$ cat config.mk
export PLATFORM = sky130hd
export DESIGN_NAME = fifo_level
export DESIGN_NICKNAME = d
export VERILOG_FILES = /design/src/rtl/fifo_level.sv
export SDC_FILE = /design/constraint.sdc
export NUM_CORES = 1
export LEC_CHECK = 0
export ABC_AREA = 0
export CAP_MARGIN = 20
export CORE_ASPECT_RATIO = 1.4
export CORE_MARGIN = 5
export CORE_UTILIZATION = 50
export DETAILED_ROUTE_END_ITERATION = 10
export PLACE_DENSITY = 0.78
export SLEW_MARGIN = 25
export SYNTH_ARGS = -nofsm -noshare
export SYNTH_HDL_FRONTEND = slang
export SYNTH_SLANG_ARGS = --single-unit
$ cat constraint.sdc
create_clock -name clk -period 4.7 [get_ports clk]
set_input_delay 0.705 -clock clk [delete_from_list [all_inputs] [get_ports clk]]
set_output_delay 0.705 -clock clk [all_outputs]
set_load 0.02 [all_outputs]
$ cat src/rtl/fifo_level.sv
// Single-clock FIFO with fill level, almost-full/almost-empty flags and synchronous flush.
// Define FIFO_OUTREG_EN to add a registered output stage (capacity DEPTH+1, 2-cycle latency).
module fifo_level #(
  parameter int WIDTH    = 32,
  parameter int DEPTH    = 16,
  parameter int AF_LEVEL = 12,
  parameter int AE_LEVEL = 2
) (
  input  logic                       clk,
  input  logic                       resetn,
  input  logic                       flush,
  input  logic [WIDTH-1:0]           in_data,
  input  logic                       in_valid,
  output logic                       in_ready,
  output logic [WIDTH-1:0]           out_data,
  output logic                       out_valid,
  input  logic                       out_ready,
  output logic [$clog2(DEPTH):0]     level,
  output logic                       almost_full,
  output logic                       almost_empty
);

  localparam int AW = $clog2(DEPTH);
  localparam int LW = AW + 1;

  if (DEPTH < 2 || (DEPTH & (DEPTH - 1)) != 0) begin : g_bad_depth
    $error("fifo_level: DEPTH must be a power of two >= 2");
  end

  // Handshake: a word moves on a rising edge when valid and ready are both high
  // on that side; ready/valid are decoded from registered state only.
  logic [AW:0]       wr_ptr;
  logic [AW:0]       rd_ptr;
  logic [WIDTH-1:0]  mem [DEPTH];
  logic              mem_empty;
  logic              mem_full;
  logic              push;
  logic              pop;
  logic              mem_rd;
  logic [LW-1:0]     level_q;
  logic [LW-1:0]     level_nxt;

  assign mem_empty = (wr_ptr == rd_ptr);
  assign mem_full  = (wr_ptr[AW] != rd_ptr[AW]) && (wr_ptr[AW-1:0] == rd_ptr[AW-1:0]);
  assign in_ready  = !mem_full;
  assign push      = in_valid && in_ready;

`ifdef FIFO_OUTREG_EN
  logic             oreg_valid;
  logic [WIDTH-1:0] oreg_data;

  // The output register refills on the same edge it is consumed, so throughput stays at one word per cycle.
  assign pop       = oreg_valid && out_ready;
  assign mem_rd    = !mem_empty && (!oreg_valid || out_ready);
  assign out_valid = oreg_valid;
  assign out_data  = oreg_data;

  always_ff @(posedge clk or negedge resetn) begin
    if (!resetn) begin
      oreg_valid <= 1'b0;
    end else if (flush) begin
      oreg_valid <= 1'b0;
    end else if (mem_rd) begin
      oreg_valid <= 1'b1;
    end else if (pop) begin
      oreg_valid <= 1'b0;
    end
  end

  always_ff @(posedge clk) begin
    if (mem_rd && !flush) begin
      oreg_data <= mem[rd_ptr[AW-1:0]];
    end
  end
`else
  assign pop       = !mem_empty && out_ready;
  assign mem_rd    = pop;
  assign out_valid = !mem_empty;
  assign out_data  = mem[rd_ptr[AW-1:0]];
`endif

  always_ff @(posedge clk or negedge resetn) begin
    if (!resetn) begin
      wr_ptr <= '0;
      rd_ptr <= '0;
    end else if (flush) begin
      wr_ptr <= '0;
      rd_ptr <= '0;
    end else begin
      if (push) begin
        wr_ptr <= wr_ptr + (AW+1)'(1);
      end
      if (mem_rd) begin
        rd_ptr <= rd_ptr + (AW+1)'(1);
      end
    end
  end

  always_ff @(posedge clk) begin
    if (push && !flush) begin
      mem[wr_ptr[AW-1:0]] <= in_data;
    end
  end

  // Level counts every held word, including the output register when present.
  always_comb begin
    level_nxt = level_q;
    if (flush) begin
      level_nxt = '0;
    end else if (push && !pop) begin
      level_nxt = level_q + LW'(1);
    end else if (pop && !push) begin
      level_nxt = level_q - LW'(1);
    end
  end

  always_ff @(posedge clk or negedge resetn) begin
    if (!resetn) begin
      level_q      <= '0;
      almost_full  <= 1'b0;
      almost_empty <= 1'b1;
    end else begin
      level_q      <= level_nxt;
      almost_full  <= (level_nxt >= LW'(AF_LEVEL));
      almost_empty <= (level_nxt <= LW'(AE_LEVEL));
    end
  end

  assign level = level_q;

endmodule

* Word-level counts from Yosys, hierarchy flattened
Memories as Yosys holds them, arrays and structs flattened. Cells that the tools add are included.
Storage, ports and cells: register bits after elaboration 17, memory bits (writable) 512, input bits 37, output and inout port bits 41, memories 1
Cells by class: add/sub/neg operators 4, magnitude comparators 2, equal/unequal tests 3, multiplexer cells 9, reductions and logical operators 13
Memory list:
- mem | words 16, width 32, rd ports 1, clocked after memory_dff 0, write ports 1, RTL line 34 | logic [WIDTH-1:0] mem [DEPTH];
Operators by type and width (count):
- 5-bit 2-to-1 mux | 7
- 5-bit by 1-bit adder with 5-bit output (second input constant) | 3
- 1-bit logical AND | 6
- 5-bit equality test | 1
- 5-bit by 4-bit greater-or-equal comparator with 1-bit output (second input constant) | 1
- 5-bit by 2-bit less-or-equal comparator with 1-bit output (second input constant) | 1
- 1-bit logical NOT | 5
- 5-bit by 1-bit subtractor with 5-bit output (second input constant) | 1
- 4-bit equality test | 1
- 2-bit nonzero test | 2
- 1-bit 2-to-1 mux | 2
- 1-bit inequality test | 1

* Longest topological paths before layout
Gate-level depths: netlist of run 1.
word-level depth 10, depth in mapped cells 8

* Worst setup path after synthesis of run 1
Ideal clock, no wire load.
path kind reg-to-reg, start point register rd_ptr[1], end point memory mem[0][0], enable pin, library setup time 0.501 ns, arrival 4.437 ns, required time 4.199 ns, path slack -0.238 ns, stages on the path, launching flop included 8, cell sequence dfrtp_1 clkbuf_1 xor2_1 nor4_4 buf_6 nand2_1 nand2_1 nor4_1
On the way: word-level cells in the longest chain between the ends 7
Ends and longest elaborated chain:
- start: declaration | RTL line 33 | logic [AW:0] rd_ptr;
- start signal: assignment | RTL line 94 | rd_ptr <= rd_ptr + (AW+1)'(1);
- 4-bit equality test | RTL line 44 | assign mem_full = (wr_ptr[AW] != rd_ptr[AW]) && (wr_ptr[AW-1:0] == rd_ptr[AW-1:0]);
- 1-bit logical AND | RTL line 44
- 1-bit logical NOT | RTL line 45 | assign in_ready = !mem_full;
- net in_ready | RTL line 14 | output logic in_ready,
- 1-bit logical AND | RTL line 46 | assign push = in_valid && in_ready;
- 1-bit logical AND | RTL line 100 | if (push && !flush) begin
- 1-bit 2-to-1 mux | RTL line 100
- 1-bit 2-to-1 mux (not written as such) | RTL line 101 | mem[wr_ptr[AW-1:0]] <= in_data;
- end: declaration | RTL line 34
The timed path passes the listed nets, and every way through them passes these cells.

* Worst setup path in the final report of run 1
start point register rd_ptr[0], end point output port out_data[6]
On the way: word-level cells in the longest chain between the ends 1
Ends and longest elaborated chain:
- memory read 16 x 32 bit
- end: declaration | RTL line 15 | output logic [WIDTH-1:0] out_data,
No other way between the ends.

==> results.ini, run 1 <==
[outcome]
outcome = complete, no violations

[floorplan]
die_area_um2 = 45220
dieWidth_um = 181.2
num_rows = 87
dieHeight_um = 249.6
start_util_pct = 50.78
core_area_um2 = 40390
num_io_pins = 78

[power]
power.total_mw = 10.60
switching_power_mw = 2.449
p_int_mw = 8.156
seqPwrFrac_pct = 49.9
combPwrFrac_pct = 13.9
leakage_nw = 7.250
clkPwrFrac_pct = 36.2
ir_drop_mv = 0.3215
switching_share_pct = 23.09
p_per_area_nw_per_um2 = 447.2

[critical_path]
r2r-start = rd_ptr[0]
startpoint = rd_ptr[0]
cp.required_ns = 3.99
crit_end = out_data[6]
crit_fanout = 66
r2r-end = mem[8][10]
critPathLaunchType = flop
rrSetupSlack_ns = 1.24
reg2regPathDepth = 7
worstSetupPathType = reg -> out
arrival_ns = 3.41
end_kind = primary output

[sta]
setup_ws_ns = 0.5882
finalHoldViolations = 0
fin_crit_sh_pct = 87.49
maxSlewHeadroom_pct = 38.65
finalSetupViolCount = 0
finalSetupTns_ns = 0
rsz0062_at_grt = false
fin_skew_ns = 0.01263
maxSlewViolCount = 0
worst_slew_pin_slew_ns = 0.9135
fmax_ghz = 0.2432
min_period_ns = 4.112
whs_ns = 0.6076

[finish]
regArea_um2 = 15810
final_area_um2 = 23710
fillers = 2762
fin_nets = 1021
drive_above_1_share_pct = 28.67
multi_input_area_um2 = 4593
syn_to_final_growth_pct = 15.64

[routing]
wirelength_um = 42410
routedWlPerCell_um = 27.36
drc_errors = 0
via_per_inst = 6.030
first_pass_iters = 5
drt_iter0_markers = 902
num_vias = 9347
antenna_left = 0

[yosys]
syn_area_um2 = 20510
synthXorXnorAreaFrac_pct = 0.7566
synth.mux.area_fraction_pct = 18.02
synth_edf_count = 512
avgSynthCellArea_um2 = 23.76
ys.flop_type = edfxtp_1
synth_compound_area_share_pct = 0.7688
synthAdderAreaFrac_pct = 0.4271
ys_seq_area_share_pct = 77.06
ys_ff_latch = 529
synth_top_family_by_area = multiplexers
syn-instance-count = 863
synthArstFlopShare_pct = 3.214
synth-simple-area-share_pct = 1.867
syn_nets = 907
synth_cell_types = 45
yosysWarnings = 0

[cts]
clockBufferDepth = 3
cts_hold_buffers = 0
clk_latency_ns = 0.57
cts.repair.resized = 0
cts_setup_buffers = 0
cts_made_buffers = 49
path_clk_slew_ns = 0.07
cts_tree = done
ctsRootBufferMaster = clkbuf_16
h-tree-depth = 2
cts_sinks = 529

[global_route]
grt_pass1_wl_um = 64170
grt.overflow.total = 0
antenna_found_initial = 1
grt_pass1_vias = 9785
grt_usage_pct = 18.88
grt_start_max_net_pins = 77

[worst_hold_path]
hold_path.class = in -> async

[placement]
finalWeightedCongestion = 0.7253
placed_area_um2 = 22160
hpwl_um = 22080
io_buffers = 77
dpl_worst_slack_ns = 1.075

[run]
maxCapViolCount = 0

==> critical path: stages (launching register included) <==
cell and delay [ns]:
dfrtp_4 0.57, buf_12 0.44, mux4_2 0.63, mux4_2 0.55
clkdlybuf4s50_1 0.57
==> metrics by stage <==
stage                     utilization, %  std cells
after floorplan                        -        863
after CTS                          58.71       1549
after global routing               58.71       1549
after detailed placement           54.87       1460
after global placement             54.87       1460
final                              58.72       1550
==> cells in the mapped netlist (2+ instances only) <==
cell	count	area share [%]
edfxtp_1	512	75
buf_2	10	0.24
mux4_2	160	18
xor2_1	11	0.47
dfrtp_1	16	2.0
mux2i_1	8	0.39
nand2_1	10	0.18
nor2_1	29	0.53
xnor2_1	3	0.13
nor4_1	5	0.15
o22ai_1	2	0.061
a21oi_1	3	0.073
nand4_1	6	0.18
buf_6	3	0.16
ha_1	7	0.43
inv_1	5	0.092
buf_1	14	0.26
clkbuf_1	17	0.31
xor2_2	2	0.16
nor3_1	3	0.073
nand3b_1	2	0.073
or4_1	2	0.073
nand2b_1	7	0.21
nor2b_1	2	0.061
nand3_1	4	0.098
==> cell usage in the layout, fill, tap and decap left out, drive strengths merged, types with 2 or more instances in the layout <==
cell           Yosys  routed
dfrtp             16      16
edfxtp           512     512
nand2b             7       7
clkinv             0      16
o21ai              2       2
clkbuf            17      66
nor3               3       3
buf               28      31
clkinvlp           0       2
ha                 7       7
xor2              13      13
nand4              6       6
nor2b              2       2
mux2i              8       8
nand3              4       4
xnor2              3       3
bufinv             0       3
clkdlybuf4s50      0      77
nand3b             2       2
nor2              30      30
a21oi              4       4
or4                2       2
nand2             10      10
nor4               6       6
mux4             160     160
inv                5       7
o22ai              2       2
==> metal layers <==
layer / track usage (%) / vias to the layer above / share of wire, %
met5: 0 / - / 0
met4: 4.505 / 0 / 1.6
met3: 3.074 / 52 / 5.9
met2: 32.89 / 373 / 54
met1: 25.28 / 5005 / 38
li1: - / 3917 / -
==> power groups by stage <==
stage / registers, mW / logic (mW) / clock network [mW]
floorplan: 5.39 / 1.01 / 0
global placement: 5.39 / 1.47 / 0
detailed placement: 5.40 / 1.49 / 0
CTS: 5.30 / 1.50 / 3.91
global route: 5.30 / 1.57 / 4.11
finish: 5.30 / 1.47 / 3.84
==> state kept, by name (all words and copies together), names as in the netlist <==
name	count
rd_ptr	5
almost_full	1
level	5
mem	512
wr_ptr	5
almost_empty	1
==> cell families after synthesis <==
kind of cell / Yosys count
xor+xnor: 16
compound gates: 18
simple gates: 74
mux: 169
flops: 529
fa+ha+maj: 7
buf+inv: 50
==> cell type report <==
class | count | area share [%]
Sequential cell | 529 | 66.68
Multi-Input combinational cell | 284 | 19.37
Clock buffer | 66 | 5.567
Timing Repair Buffer | 108 | 4.496
Tap cell | 534 | 2.818
Clock inverter | 23 | 0.9814
Inverter | 5 | 0.07915
Antenna cell | 1 | 0.01055
==> how the worst min path moves through the flow <==
| stage | cells after the start | endpoint | start | slack (ns) |
|---|---|---|---|---|
| after floorplan | 0 | almost_full | resetn | 0.41 |
| after global placement | 2 | rd_ptr[4] | rd_ptr[4] | 0.62 |
| after detailed placement | 2 | rd_ptr[4] | rd_ptr[4] | 0.64 |
| after CTS | 1 | rd_ptr[4] | resetn | 0.61 |
| after global routing | 1 | rd_ptr[4] | resetn | 0.66 |
| final | 1 | rd_ptr[4] | resetn | 0.61 |
Note: power is estimated with default switching activity, not from simulation.
==> run 2: changes to the inputs <==
- CTS_BUF_LIST: unset -> sky130_fd_sc_hd__clkbuf_8
==> run 2 against run 1 <==
Net effect:
- via count is essentially flat
- setup slack got worse by 0.019 ns
- combinational power hardly changed
- clock-buffer cell count is 13 higher
- sequential share of layout area increased by 0.56 points
- sequential cell count unchanged
- total power decreased by 5.2%
- clock skew rose by 0.014 ns
- critical endpoint unchanged
==> results.ini, run 2 (synthesis results as in run 1) <==
[sta]
fin_skew_ns = 0.02630  ; +0.01367 ns
maxSlewViolCount = 0  ; unchanged
min_period_ns = 4.131  ; +0.01935 ns
maxSlewHeadroom_pct = 37.70  ; -0.94 points
fmax_ghz = 0.2421  ; -0.47%
rsz0062_at_grt = false
finalSetupViolCount = 0  ; unchanged
finalHoldViolations = 0  ; unchanged
finalSetupTns_ns = 0  ; unchanged
worst_slew_pin_slew_ns = 0.9275  ; +0.01406 ns
fin_crit_sh_pct = 87.90  ; +0.41 points

[power]
p_per_area_nw_per_um2 = 427.5  ; -4.4%
switching_power_mw = 2.383  ; -2.7%
clkPwrFrac_pct = 32.8  ; -3.4 points
combPwrFrac_pct = 14.5  ; +0.6 points
ir_drop_mv = 0.2232  ; -31%
seqPwrFrac_pct = 52.7  ; +2.8 points
p_int_mw = 7.669  ; -6.0%
power.total_mw = 10.05  ; -5.2%
leakage_nw = 7.287  ; +0.51%
switching_share_pct = 23.71  ; +0.61 points

[cts]
cts.repair.resized = 0  ; unchanged
cts_setup_buffers = 0  ; unchanged
cts_sinks = 529  ; unchanged
clockBufferDepth = 3  ; unchanged
cts_tree = done
cts_hold_buffers = 0  ; unchanged
ctsRootBufferMaster = clkbuf_8
clk_latency_ns = 0.61  ; +0.04 ns
cts_made_buffers = 78  ; +59%
h-tree-depth = 3  ; +1
path_clk_slew_ns = 0.06  ; about the same

[floorplan]
core_area_um2 = 40390  ; unchanged
dieWidth_um = 181.2  ; unchanged
dieHeight_um = 249.6  ; unchanged
start_util_pct = 50.78  ; unchanged
die_area_um2 = 45220  ; unchanged
num_io_pins = 78  ; unchanged
num_rows = 87  ; unchanged

[placement]
finalWeightedCongestion = 0.7253  ; unchanged
placed_area_um2 = 22160  ; unchanged
io_buffers = 77  ; unchanged
hpwl_um = 22080  ; unchanged

[routing]
via_per_inst = 5.876  ; -2.6%
num_vias = 9355  ; +0.086%
wirelength_um = 40980  ; -3.4%
drt_iter0_markers = 814  ; -9.8%
antenna_left = 0  ; unchanged
drc_errors = 0  ; unchanged
first_pass_iters = 5  ; unchanged
routedWlPerCell_um = 25.74  ; -5.9%

[finish]
drive_above_1_share_pct = 29.61  ; +0.94 points
final_area_um2 = 23520  ; -0.83%
most-common-layout-cells = edfxtp_1, mux4_2, clkbuf_8, clkdlybuf4s50_1, inv_1
layout_commonest_cell = edfxtp_1
largest_register_ffs = 512  ; unchanged
fin_nets = 1050  ; +2.8%
syn_to_final_growth_pct = 14.67
fillers = 2772  ; +0.36%

[critical_path]
slowest_stage = mux4_2
crit_top_cell = mux4_2
cp.required_ns = 3.99  ; about the same
end_kind = primary output
cp_top_family = multiplexers
worstSetupPathType = reg -> out
critical_path_buf_inv_count = 2  ; unchanged
slowest_delay_ns = 0.62  ; about the same
arrival_ns = 3.43  ; +0.02 ns
critPathLaunchType = flop
worstPathCellList = buf_12, mux4_2, mux4_2, clkdlybuf4s50_1
crit_fanout = 66  ; unchanged

[run]
maxCapViolCount = 0  ; unchanged

[global_route]
grt_usage_pct = 18.22  ; -0.65 points
grt_pass1_wl_um = 61970  ; -3.4%
grt_start_max_net_pins = 77  ; unchanged
grt_pass1_vias = 9848  ; +0.64%
grt.overflow.total = 0  ; unchanged
antenna_found_initial = 2  ; +1

[worst_hold_path]
hold_path.class = in -> async

[outcome]
outcome = complete, no violations

-- run 2: path summary, 6_finish.rpt --
kind	from	end	slack [ns]	depth (start not counted)
setup / recovery	rd_ptr[0]	out_data[6]	0.57	4
hold / removal	resetn	rd_ptr[0]	0.56	1
setup reg to reg	rd_ptr[0]	mem[15][9]	1.23	7
hold reg to reg	wr_ptr[4]	wr_ptr[4]	0.65	2
max in group asynchronous	resetn	rd_ptr[1]	3.55	1
min in group clk	wr_ptr[4]	wr_ptr[4]	0.65	2
-- run 2: area by class of cell --
class / count / area (µm²) / share of cell area [%]
antenna: 1 / 2.502 / 0.01064
clock buffer: 79 / 1087 / 4.624
clock inverter: 52 / 267.8 / 1.139
inverter: 5 / 18.77 / 0.07981
multi-input combinational: 284 / 4593 / 19.53
sequential: 529 / 15810 / 67.24
tap: 534 / 668.1 / 2.841
timing repair buffer: 108 / 1066 / 4.533
-- run 2: metal layers --
layer	vias to the layer above	GRT usage, %	wire length (µm)
met2	340	30.87	21890
met3	69	3.336	2470
met4	2	6.050	804
met5	-	0	9
met1	4973	24.17	15810
li1	3971	-	-
-- run 2: through the flow --
stage          hold WS, ns  std cells  worst slack (ns)  util (%)
2_1_floorplan       0.4094        863           -0.2378         -
3_3_place_gp        0.6215       1460             1.142     54.87
3_5_place_dp        0.6392       1460             1.075     54.87
4_1_cts             0.5332       1591            0.4621     58.22
5_1_grt             0.5883       1592            0.3926     58.23
6_report            0.5606       1592            0.5688     58.23
-- run 2: power groups by stage --
stage | clock network, mW | logic, mW | registers, mW
floorplan | 0 | 1.01 | 5.39
global placement | 0 | 1.47 | 5.39
detailed placement | 0 | 1.49 | 5.40
CTS | 3.37 | 1.49 | 5.30
global route | 3.59 | 1.56 | 5.30
finish | 3.30 | 1.46 | 5.30
-- run 2: worst register-to-register path, stage by stage, from the launching register on --
cell and delay, ns:
dfrtp_4 0.57, buf_12 0.42, xor2_1 0.29, nor4_4 0.15, a21oi_2 0.41, nand3_1 0.43, nor2_4 0.59, buf_12 0.28
